## config.mk

```make
export PLATFORM = sky130hd
export DESIGN_NAME = door_access_ctrl_flat
export DESIGN_NICKNAME = d
export VERILOG_FILES = /design/src/rtl/door_access_ctrl_if.sv /design/src/rtl/door_access_ctrl.sv /design/src/flat_wrapper.sv
export SDC_FILE = /design/constraint.sdc
export NUM_CORES = 1
export LEC_CHECK = 0
export ABC_CLOCK_PERIOD_IN_PS = 1770
export CAP_MARGIN = 20
export CORE_ASPECT_RATIO = 1.25
export CORE_MARGIN = 3
export CORE_UTILIZATION = 54
export DETAILED_ROUTE_END_ITERATION = 6
export PLACE_DENSITY = 0.78
export REMOVE_ABC_BUFFERS = 1
export SLEW_MARGIN = 30
export SYNTH_ARGS = -nofsm -noshare
export SYNTH_HDL_FRONTEND = slang
export SYNTH_SLANG_ARGS = --single-unit
export TNS_END_PERCENT = 5
```

## constraint.sdc

```tcl
create_clock -name clk_slow -period 1.77 [get_ports clk_slow]
set_clock_uncertainty 0.1 [all_clocks]
set_input_delay 0.354 -clock clk_slow [delete_from_list [all_inputs] [get_ports clk_slow]]
set_output_delay 0.354 -clock clk_slow [all_outputs]
set_load 0.01 [all_outputs]
```

## src/rtl/door_access_ctrl_if.sv

```systemverilog
// Switch/button inputs and status outputs of the passcode entry stage.
// master = stimulus/door side, slave = door_access_ctrl.
interface door_access_ctrl_if;
   logic [3:0] digit;
   logic       enter;
   logic       door_cycle_complete;
   logic       open_btn;
   logic       locked;
   logic       attempt_fail;
   logic [2:0] digit_count;
   logic [7:0] lock_remaining;

   modport master (
      output digit, enter, door_cycle_complete,
      input  open_btn, locked, attempt_fail, digit_count, lock_remaining
   );

   modport slave (
      input  digit, enter, door_cycle_complete,
      output open_btn, locked, attempt_fail, digit_count, lock_remaining
   );
endinterface

```

## src/rtl/door_access_ctrl.sv

```systemverilog
// Passcode entry: collects CODE_LEN digits on enter presses, opens the door on a
// match, and locks out entry for LOCK_CYCLES after MAX_FAILS consecutive misses.
module door_access_ctrl #(
   parameter int unsigned              CODE_LEN    = 4,
   parameter logic [4*CODE_LEN-1:0]    CODE        = 16'h1234,
   parameter int unsigned              MAX_FAILS   = 3,
   parameter int unsigned              LOCK_CYCLES = 20
) (
   input logic                clk_slow,
   input logic                rst_a_p,
   door_access_ctrl_if.slave  bus
);

   localparam int unsigned CODE_W  = 4 * CODE_LEN;
   localparam int unsigned COUNT_W = 3;
   localparam int unsigned REM_W   = 8;

   typedef enum logic [1:0] {IDLE, CHECK, OPEN_WAIT, LOCKOUT} state_t;

   state_t              state, state_d;
   logic [CODE_W-1:0]   code_buf, code_buf_d;
   logic [COUNT_W-1:0]  fail_cnt, fail_cnt_d;
   logic [COUNT_W-1:0]  count_d;
   logic [REM_W-1:0]    remain_d;
   logic                open_d, locked_d, fail_pulse_d;
   logic                enter_q;
   logic                press_c;

   assign press_c = bus.enter & ~enter_q;

   // State and registered outputs; enter_q resets high so a held button is not a press.
   always_ff @(posedge clk_slow or posedge rst_a_p) begin
      if (rst_a_p) begin
         state              <= IDLE;
         code_buf           <= '0;
         fail_cnt           <= '0;
         enter_q            <= 1'b1;
         bus.open_btn       <= 1'b0;
         bus.locked         <= 1'b0;
         bus.attempt_fail   <= 1'b0;
         bus.digit_count    <= '0;
         bus.lock_remaining <= '0;
      end else begin
         state              <= state_d;
         code_buf           <= code_buf_d;
         fail_cnt           <= fail_cnt_d;
         enter_q            <= bus.enter;
         bus.open_btn       <= open_d;
         bus.locked         <= locked_d;
         bus.attempt_fail   <= fail_pulse_d;
         bus.digit_count    <= count_d;
         bus.lock_remaining <= remain_d;
      end
   end

   // Next-state and next-output logic.
   always_comb begin
      state_d      = state;
      code_buf_d   = code_buf;
      fail_cnt_d   = fail_cnt;
      open_d       = bus.open_btn;
      locked_d     = bus.locked;
      fail_pulse_d = 1'b0;
      count_d      = bus.digit_count;
      remain_d     = bus.lock_remaining;

      unique case (state)
         IDLE: begin
            if (press_c) begin
               code_buf_d = CODE_W'({code_buf, bus.digit});
               count_d    = bus.digit_count + COUNT_W'(1);
               if (bus.digit_count == COUNT_W'(CODE_LEN - 1)) begin
                  state_d = CHECK;
               end
            end
         end
         CHECK: begin
            count_d = '0;
            if (code_buf == CODE) begin
               state_d    = OPEN_WAIT;
               open_d     = 1'b1;
               fail_cnt_d = '0;
            end else begin
               fail_pulse_d = 1'b1;
               fail_cnt_d   = fail_cnt + COUNT_W'(1);
               if (fail_cnt_d == COUNT_W'(MAX_FAILS)) begin
                  state_d  = LOCKOUT;
                  locked_d = 1'b1;
                  remain_d = REM_W'(LOCK_CYCLES);
               end else begin
                  state_d = IDLE;
               end
            end
         end
         OPEN_WAIT: begin
            // Drop the request on the completion edge so the door never re-triggers.
            if (bus.door_cycle_complete) begin
               open_d  = 1'b0;
               state_d = IDLE;
            end
         end
         LOCKOUT: begin
            if (bus.lock_remaining == REM_W'(1)) begin
               remain_d   = '0;
               locked_d   = 1'b0;
               fail_cnt_d = '0;
               state_d    = IDLE;
            end else begin
               remain_d = bus.lock_remaining - REM_W'(1);
            end
         end
         default: state_d = IDLE;
      endcase
   end

endmodule

```

## src/flat_wrapper.sv

```systemverilog
// flat-port wrapper written by rule: the top's interface ports become plain ports
module door_access_ctrl_flat 
#(
   parameter int unsigned              CODE_LEN    = 4,
   parameter logic [4*CODE_LEN-1:0]    CODE        = 16'h1234,
   parameter int unsigned              MAX_FAILS   = 3,
   parameter int unsigned              LOCK_CYCLES = 20
)
  (clk_slow, rst_a_p, bus_digit, bus_enter, bus_door_cycle_complete, bus_open_btn, bus_locked, bus_attempt_fail, bus_digit_count, bus_lock_remaining);
  door_access_ctrl_if bus_i ();
  input logic clk_slow;
  input logic rst_a_p;
  input wire logic [$bits(bus_i.digit)-1:0] bus_digit;
  input wire logic [$bits(bus_i.enter)-1:0] bus_enter;
  input wire logic [$bits(bus_i.door_cycle_complete)-1:0] bus_door_cycle_complete;
  output wire logic [$bits(bus_i.open_btn)-1:0] bus_open_btn;
  output wire logic [$bits(bus_i.locked)-1:0] bus_locked;
  output wire logic [$bits(bus_i.attempt_fail)-1:0] bus_attempt_fail;
  output wire logic [$bits(bus_i.digit_count)-1:0] bus_digit_count;
  output wire logic [$bits(bus_i.lock_remaining)-1:0] bus_lock_remaining;
  assign bus_i.digit = bus_digit;
  assign bus_i.enter = bus_enter;
  assign bus_i.door_cycle_complete = bus_door_cycle_complete;
  assign bus_open_btn = bus_i.open_btn;
  assign bus_locked = bus_i.locked;
  assign bus_attempt_fail = bus_i.attempt_fail;
  assign bus_digit_count = bus_i.digit_count;
  assign bus_lock_remaining = bus_i.lock_remaining;
  door_access_ctrl #(.CODE_LEN(CODE_LEN), .CODE(CODE), .MAX_FAILS(MAX_FAILS), .LOCK_CYCLES(LOCK_CYCLES)) u_core (.clk_slow(clk_slow), .rst_a_p(rst_a_p), .bus(bus_i));
endmodule
```

== Yosys cells after proc, flatten, opt, wreduce, memory -nomap -nowiden ==
Cells that the tools add are included.
Storage, ports and cells
  register bits: 36
  bits in latches: 0
  bits in writable memories: 0
  bits in read-only memories: 0
  bits of input ports: 8
  output and inout bits: 14
  logic and storage cells: 64
  memories: 0
Cells by class
  add/sub/neg operators: 3
  multiply operators: 0
  div/mod/pow operators: 0
  $lt $le $gt $ge: 0
  equal/unequal tests: 14
  shift-type cells: 0
  muxes and demuxes: 25
  bitwise operators: 2
  reductions and logical operators: 11
Operator list (count)
  8-bit two-way mux: 3
  16-bit by 13-bit == test with 1-bit output (second input constant): 1
  8-bit one-hot mux with 2 select lines: 1
  2-bit two-way mux: 6
  3-bit one-hot mux with 2 select lines: 2
  2-bit by 1-bit inequality test with 1-bit output (second input constant): 5
  3-bit two-way mux: 3
  8-bit by 1-bit == test with 1-bit output (second input constant): 1
  2-bit one-hot mux with 4 select lines: 1
  4-bit AND reduction: 2
  8-bit by 1-bit subtractor with 8-bit output (second input constant): 1
  1-bit two-way mux: 7
  3-bit by 1-bit adder with 3-bit output (second input constant): 2
  3-bit by 2-bit == test with 1-bit output (second input constant): 2
  2-bit AND reduction: 3
  3-bit AND reduction: 2
  2-bit nonzero test: 3
  2-bit == test (second input constant): 2
  2-bit inequality test (second input constant): 2
  1-bit one-hot mux with 2 select lines: 2
  2-bit by 1-bit == test with 1-bit output (second input constant): 1
  2-bit logical NOT: 1
  1-bit AND: 1
  1-bit inverter: 1

== Longest topological paths before layout ==
Gate-level depths: netlist of the first run.
  depth after elaboration: 5
  mapped depth: 6

== Worst setup path after synthesis of the first run ==
No wires, ideal clock.
  kind: register to register
  start point: register u_core.bus.lock_remaining[0]
  end point: register u_core.bus.lock_remaining[4]
  arrival time: 1.379 ns
  setup slack: 0.167 ns
  stages on the path, launching flop included: 6
  period minus slack after synthesis: 1.603 ns
  cell sequence: dfrtp_1 > inv_1 > ha_1 > nand3_1 > or3_1 > a211o_1
Between the ends
  cells in the longest elaborated chain, start to end: 3
  elaborated cells between the ends (all ways): 4
Ends and longest elaborated chain
  start: declaration: RTL line door_access_ctrl_if.sv:20  | output open_btn, locked, attempt_fail, digit_count, lock_remaining
  start signal: assignment: RTL line door_access_ctrl.sv:52  | bus.lock_remaining <= remain_d;
  8-bit by 1-bit subtractor with 8-bit output / 8-bit by 1-bit == test with 1-bit output (equally long branches): RTL line door_access_ctrl.sv:109, door_access_ctrl.sv:103
  8-bit two-way mux (*): RTL line door_access_ctrl.sv:103  | if (bus.lock_remaining == REM_W'(1)) begin
  8-bit one-hot mux with 2 select lines (*): RTL line door_access_ctrl.sv:67  | unique case (state)
Every way passes the cells marked *; elsewhere a longest branch is shown, timed or not.
A chain may end at the register's enable or synchronous reset.

== Worst setup path after layout of the first run ==
Same ends and word-level chain as after synthesis.

==> flow_summary.toml, run 1 <==
[logic_synthesis]
ys_top_cells_by_area = "dfrtp_1 (50%), mux2_2 (10%), ha_1 (4.3%)"
ys_top_cells_by_count = "dfrtp_1 (35), mux2_2 (16), nand2_1 (11), inv_1 (7), nand3_1 (7)"
yosysTopAreaCell = "dfrtp_1"
synthCells = 141
synth_cell_type_count = 39
ys_seq_elements = 36
synth_edf_count = 0
synth_top_area_share = 0.503
synth_area_mm2 = 0.00174
syn_avg_cell_area_um2 = 12.4
synth_flop_cell = "dfrtp_1"
async_reset_ff_frac = 1.00
synth.most_common_cell = "dfrtp_1"
yosysSeqAreaShare = 0.518
yosysWarnings = 0

[global_route]
grtUsageMet3 = 0.0484
top_usage_layer = "met2"
grt_first_pass_wirelength_mm = 5.62
grt_pass1_vias = 1252
use_met2 = 0.307
gr-usage-met1 = 0.210
grt_usage = 0.185
antenna_found_initial = 0
grt_overflow = 0
grt_max_degree = 28

[sta]
slew_headroom = 0.706
layout_min_cycle_time_ps = 1740
rsz0062_at_grt = "yes"
finalHoldViolations = 0
drv_slew = 0
fmax_mhz = 574
tightest_slew_ps = 440
min_period_over_period = 0.984
finalSetupTns_ps = 0
setup_viol = 0

[setup_path]
crit_fanout = 3
r2r_cells = 6
critPathArrivalTime_ps = 1880
required_ps = 1910
crit_path_start_kind = "flop"
crit_chain = "buf_4 > inv_1 > ha_2 > nand3_2 > or3_4 > a211o_1"
cp-end-kind = "flop"
slowest_delay_ps = 400
slowest_stage = "dfrtp_1"
critical_path_class = "flop to flop"

[routing]
wl_per_cell_um = 15.7
final_antenna_net_count = 0
first_iter_violations = 33
wl_mm = 3.29
num_vias = 1214
first_pass_iters = 4
vias_per_cell = 5.81
drcViolationCount = 0

[floorplan]
fp.dieW_um = 56.8
die_area_mm2 = 0.00395
io_pins = 22
die_h_um = 69.5
start_util = 0.580
coreArea_mm2 = 0.00300
rows = 22

[hold_path]
hold_path_class = "input pin to asynchronous set/reset pin"

[clocking]
clk_latency_ps = 350
cts_tree = "yes"
clk_pin_slew_ps = 110
htreeDepth = 2
clockBufferDepth = 2
cts_buffers = 5
clockRootBuffer = "clkbuf_4"
clock_sinks = 36

[placement]
dp_hpwl_mm = 2.36
place_congestion = 0.782
dp_cells = 200
io_buffers = 21

[power_and_ir_drop]
peakVddDrop_v = 0.000502
cellLeakagePower_nw = 0.970
power_density_mw_per_mm2 = 647

[cells_and_area]
drive_gt1_frac = 0.301
final_cells = 209
area_delta_synth_final_pct = 22.2
nNetsFinal = 187
fillers = 224
diodes = 0

[status]
outcome = "complete, no violations"

[flow_run]
cap_violations = 0
==> flip-flops by register name, indices dropped and copies added (netlist names) <==
signal,cells
u_core.enter_q,1
u_core.fail_cnt,3
u_core.state,2
u_core.bus.attempt_fail,1
u_core.code_buf,16
u_core.bus.open_btn,1
u_core.bus.lock_remaining,8
u_core.bus.digit_count,3
u_core.bus.locked,1
==> cell families (layout without fill, tap and decap cells) <==
logic type	after synthesis	after routing	share of synthesized area
DFF	36	36	0.518
adders and majority gates	6	6	0.0431
AOI/OAI and AO/OA	21	21	0.0869
xor gates and xnor gates	1	1	0.00503
muxes	20	20	0.129
buffers and inverters	12	44	0.0488
and+or+nand+nor	45	45	0.169
==> cells in the final DEF, fill, tap and decap left out, types with 2 or more instances in the layout <==
cell,n
clkdlybuf4s50_1,11
a31oi_1,2
mux2_2,16
nand2_1,11
nand2b_1,2
o21ai_2,2
dfrtp_1,33
inv_1,7
dfrtp_2,2
o21ai_0,3
nor3_4,2
dlymetal6s2s_1,3
dlygate4sd2_1,7
o22ai_1,2
nor4b_1,2
buf_4,7
ha_1,5
nand3b_1,2
nand4_1,2
nand3_1,6
a211o_1,2
nor3_1,5
clkbuf_4,5
clkbuf_8,2
or3_1,3
a21o_2,2
buf_12,2
mux2i_1,3
o211ai_1,2
==> metrics by stage <==
stage | power (mW) | hold WS (ps) | instance area (µm²) | util | setup WS, ps
after global routing | 1.43 | 230 | 2130 | 0.709 | -33.7
after CTS | 1.39 | 228 | 2090 | 0.696 | -6.49
after floorplan | 0.871 | 258 | 1680 | - | -228
after detailed placement | 0.903 | 402 | 2020 | 0.672 | -112
after global placement | 0.900 | 385 | 2020 | 0.672 | -71.1
final | 1.38 | 219 | 2130 | 0.709 | 28.8
==> worst paths after layout <==
kind	from	to	slack (ps)
setup / recovery	u_core.bus.lock_remaining[0]	u_core.bus.lock_remaining[4]	30
hold / removal	rst_a_p	u_core.fail_cnt[2]	220
hold reg to reg	u_core.bus.digit_count[0]	u_core.bus.digit_count[0]	410
max in group asynchronous	rst_a_p	u_core.code_buf[6]	860
min in group clk_slow	bus_enter	u_core.enter_q	360
setup reg to reg	u_core.bus.lock_remaining[0]	u_core.bus.lock_remaining[4]	30
==> what timing repair did <==
| action | CTS | global route |
|---|---|---|
| hold buffers | 0 | 0 |
| endpoints found under the setup margin | 8 | 11 |
| buffers inserted | 2 | 0 |
| pin swaps | 0 | 2 |
| gates resized for setup | 9 | 9 |
==> critical path: cells and delay by family, from the launching register on <==
kind                       cells  cell delay [ps]
AOI/OAI and AO/OA              1              290
adders and majority gates      1              200
buffers and inverters          2              190
DFF                            1              400
and+or+nand+nor                2              450
==> where the power goes <==
group          total (mW)  internal, mW  switching [mW]
logic              0.0496        0.0264          0.0232
registers           0.836         0.830         0.00578
clock network       0.491         0.225           0.265
total                1.38          1.08           0.294
==> area by class of cell <==
type | instances | area, µm² | area share
Clock buffer | 7 | 65.1 | 0.0306
Tap cell | 36 | 45.0 | 0.0212
Multi-Input combinational cell | 93 | 786 | 0.369
Timing Repair Buffer | 30 | 302 | 0.142
Inverter | 7 | 26.3 | 0.0123
Sequential cell | 36 | 905 | 0.425
==> layer usage <==
| metal | vias up | share of wire |
|---|---|---|
| li1 | 575 | - |
| met1 | 609 | 0.40 |
| met2 | 23 | 0.54 |
| met3 | 7 | 0.034 |
| met4 | 0 | 0.019 |
| met5 | - | 0 |
Note: power is estimated with default switching activity, not from simulation.
==> run 2: changes to the inputs <==
Settings changed: ABC_CLOCK_PERIOD_IN_PS 1770 to 2040, CORE_UTILIZATION 54 to 58, PLACE_DENSITY 0.78 to 0.83.
Clock period 1.77 ns to 2.04 ns, I/O delays scaled along.
==> run 2 against run 1 <==
Sequential share of layout area rose by 2.1 points. Hold slack improved by 140 ps. Core utilization rose by 1.8 points. Critical path depth fell by 5. Wire length fell by 2.7%. Setup slack improved by 94 ps.
==> flow_summary.toml, run 2 (same netlist as run 1, synthesis figures left out) <==
[clocking]
cts_hold_buf = 0
clockRootBuffer = "clkbuf_4"
htreeDepth = 2
cts_tree = "yes"
ctsResizeCount = 0
clk_latency_ps = 340
post_cts.repair.setup_buffers = 0
clock_sinks = 36
clk_pin_slew_ps = 100
cts_buffers = 5
clockBufferDepth = 2

[global_route]
grt_usage = 0.213
grt_first_pass_wirelength_mm = 5.46
grt_max_degree = 37
grt_pass1_vias = 1202
antenna_found_initial = 0
grt_overflow = 0

[setup_path]
crit_chain = "clkdlybuf4s50_1"
cp-end-kind = "output pin"
crit_fanout = 5
path_buf_inv = 1
r2r_cells = 4
critical_path_class = "flop to output pin"
critPathArrivalTime_ps = 1410
rr_endpoint = "u_core.bus.lock_remaining[4]"
r2r_setup_slack_ps = 240
cp_top_family = "buffers and inverters"
required_ps = 1530
r2r_start = "u_core.code_buf[10]"
crit_path_start_kind = "flop"
slowest_delay_ps = 590
slowest_stage = "clkdlybuf4s50_1"

[sta]
setup_viol = 0
fmax_mhz = 522
rsz0062_at_grt = "no"
setup_slack_ps = 123
finalSetupTns_ps = 0
tightest_slew_ps = 520
slew_headroom = 0.652
layout_min_cycle_time_ps = 1920
min_period_over_period = 0.940
drv_slew = 0
finalHoldViolations = 0

[floorplan]
die_h_um = 67.3
rows = 21
die_area_mm2 = 0.00370
io_pins = 22
fp.dieW_um = 55.0
coreArea_mm2 = 0.00279
start_util = 0.625

[cells_and_area]
area_delta_synth_final_pct = 16.2
multiInputGateArea_um2 = 754
drive_gt1_frac = 0.234
diodes = 0
fillers = 219
reg_top3 = "u_core.code_buf: 16 flops, u_core.bus.lock_remaining: 8 flops"
largest_reg_flops = 16
layout_common_cells = "dfrtp_1 (35), clkdlybuf4s50_1 (21), mux2_2 (16)"
layout_commonest_cell = "dfrtp_1"
ff_latch_area_um2 = 902
largest-register = "u_core.code_buf"
nNetsFinal = 180

[routing]
final_antenna_net_count = 0
drcViolationCount = 0
wl_mm = 3.20
wl_per_cell_um = 15.9
num_vias = 1188
first_iter_violations = 23
first_pass_iters = 3
vias_per_cell = 5.91

[flow_run]
cap_violations = 0

[placement]
dpl_worst_slack_ps = 52.6
io_buffers = 21
dp_hpwl_mm = 2.35
place_congestion = 0.756

[hold_path]
hold_path_class = "input pin to asynchronous set/reset pin"

[status]
outcome = "complete, no violations"

[power_and_ir_drop]
total_power_mw = 1.16
cellLeakagePower_nw = 0.936
power_density_mw_per_mm2 = 571
peakVddDrop_v = 0.000376
[run 2: layout make-up]
type,count,share of cell area
inverters,7,0.0130
clock buffers,6,0.0253
flip-flops and latches,36,0.446
multi-input cells,93,0.373
clock inverters,2,0.00494
repair buffers,23,0.117
well taps,34,0.0210
[run 2: power breakdown]
group | switching [mW] | internal, mW
Clock | 0.227 | 0.164
Sequential | 0.00508 | 0.720
Combinational | 0.0195 | 0.0204
Total | 0.252 | 0.904
[run 2: worst max path at each step]
stage                                       from                     to  depth (start not counted)  slack (ps)
floorplan                        u_core.state[0]     u_core.code_buf[0]                          2          40
finish              u_core.bus.lock_remaining[3]  bus_lock_remaining[3]                          1         120
global placement                       bus_enter    u_core.code_buf[12]                          4         140
global route        u_core.bus.lock_remaining[3]  bus_lock_remaining[3]                          1          30
detailed placement                     bus_enter     u_core.code_buf[1]                          4          50
CTS                 u_core.bus.lock_remaining[3]  bus_lock_remaining[3]                          1          90
[run 2: per-layer routing]
metal / track usage / part of all wire / vias up
li1: - / - / 565
met1: 0.242 / 0.41 / 595
met2: 0.358 / 0.53 / 21
met3: 0.0706 / 0.037 / 7
met4: 0.0912 / 0.019 / 0
met5: 0 / 0 / -
[run 2: per-stage QoR]
step                cell area [µm²]  hold slack [ps]  cells   util
floorplan                      1680              312    136      -
global placement               1960              386    193  0.705
detailed placement             1960              395    193  0.705
CTS                            2020              362    201  0.727
global route                   2020              372    201  0.727
finish                         2020              360    201  0.727
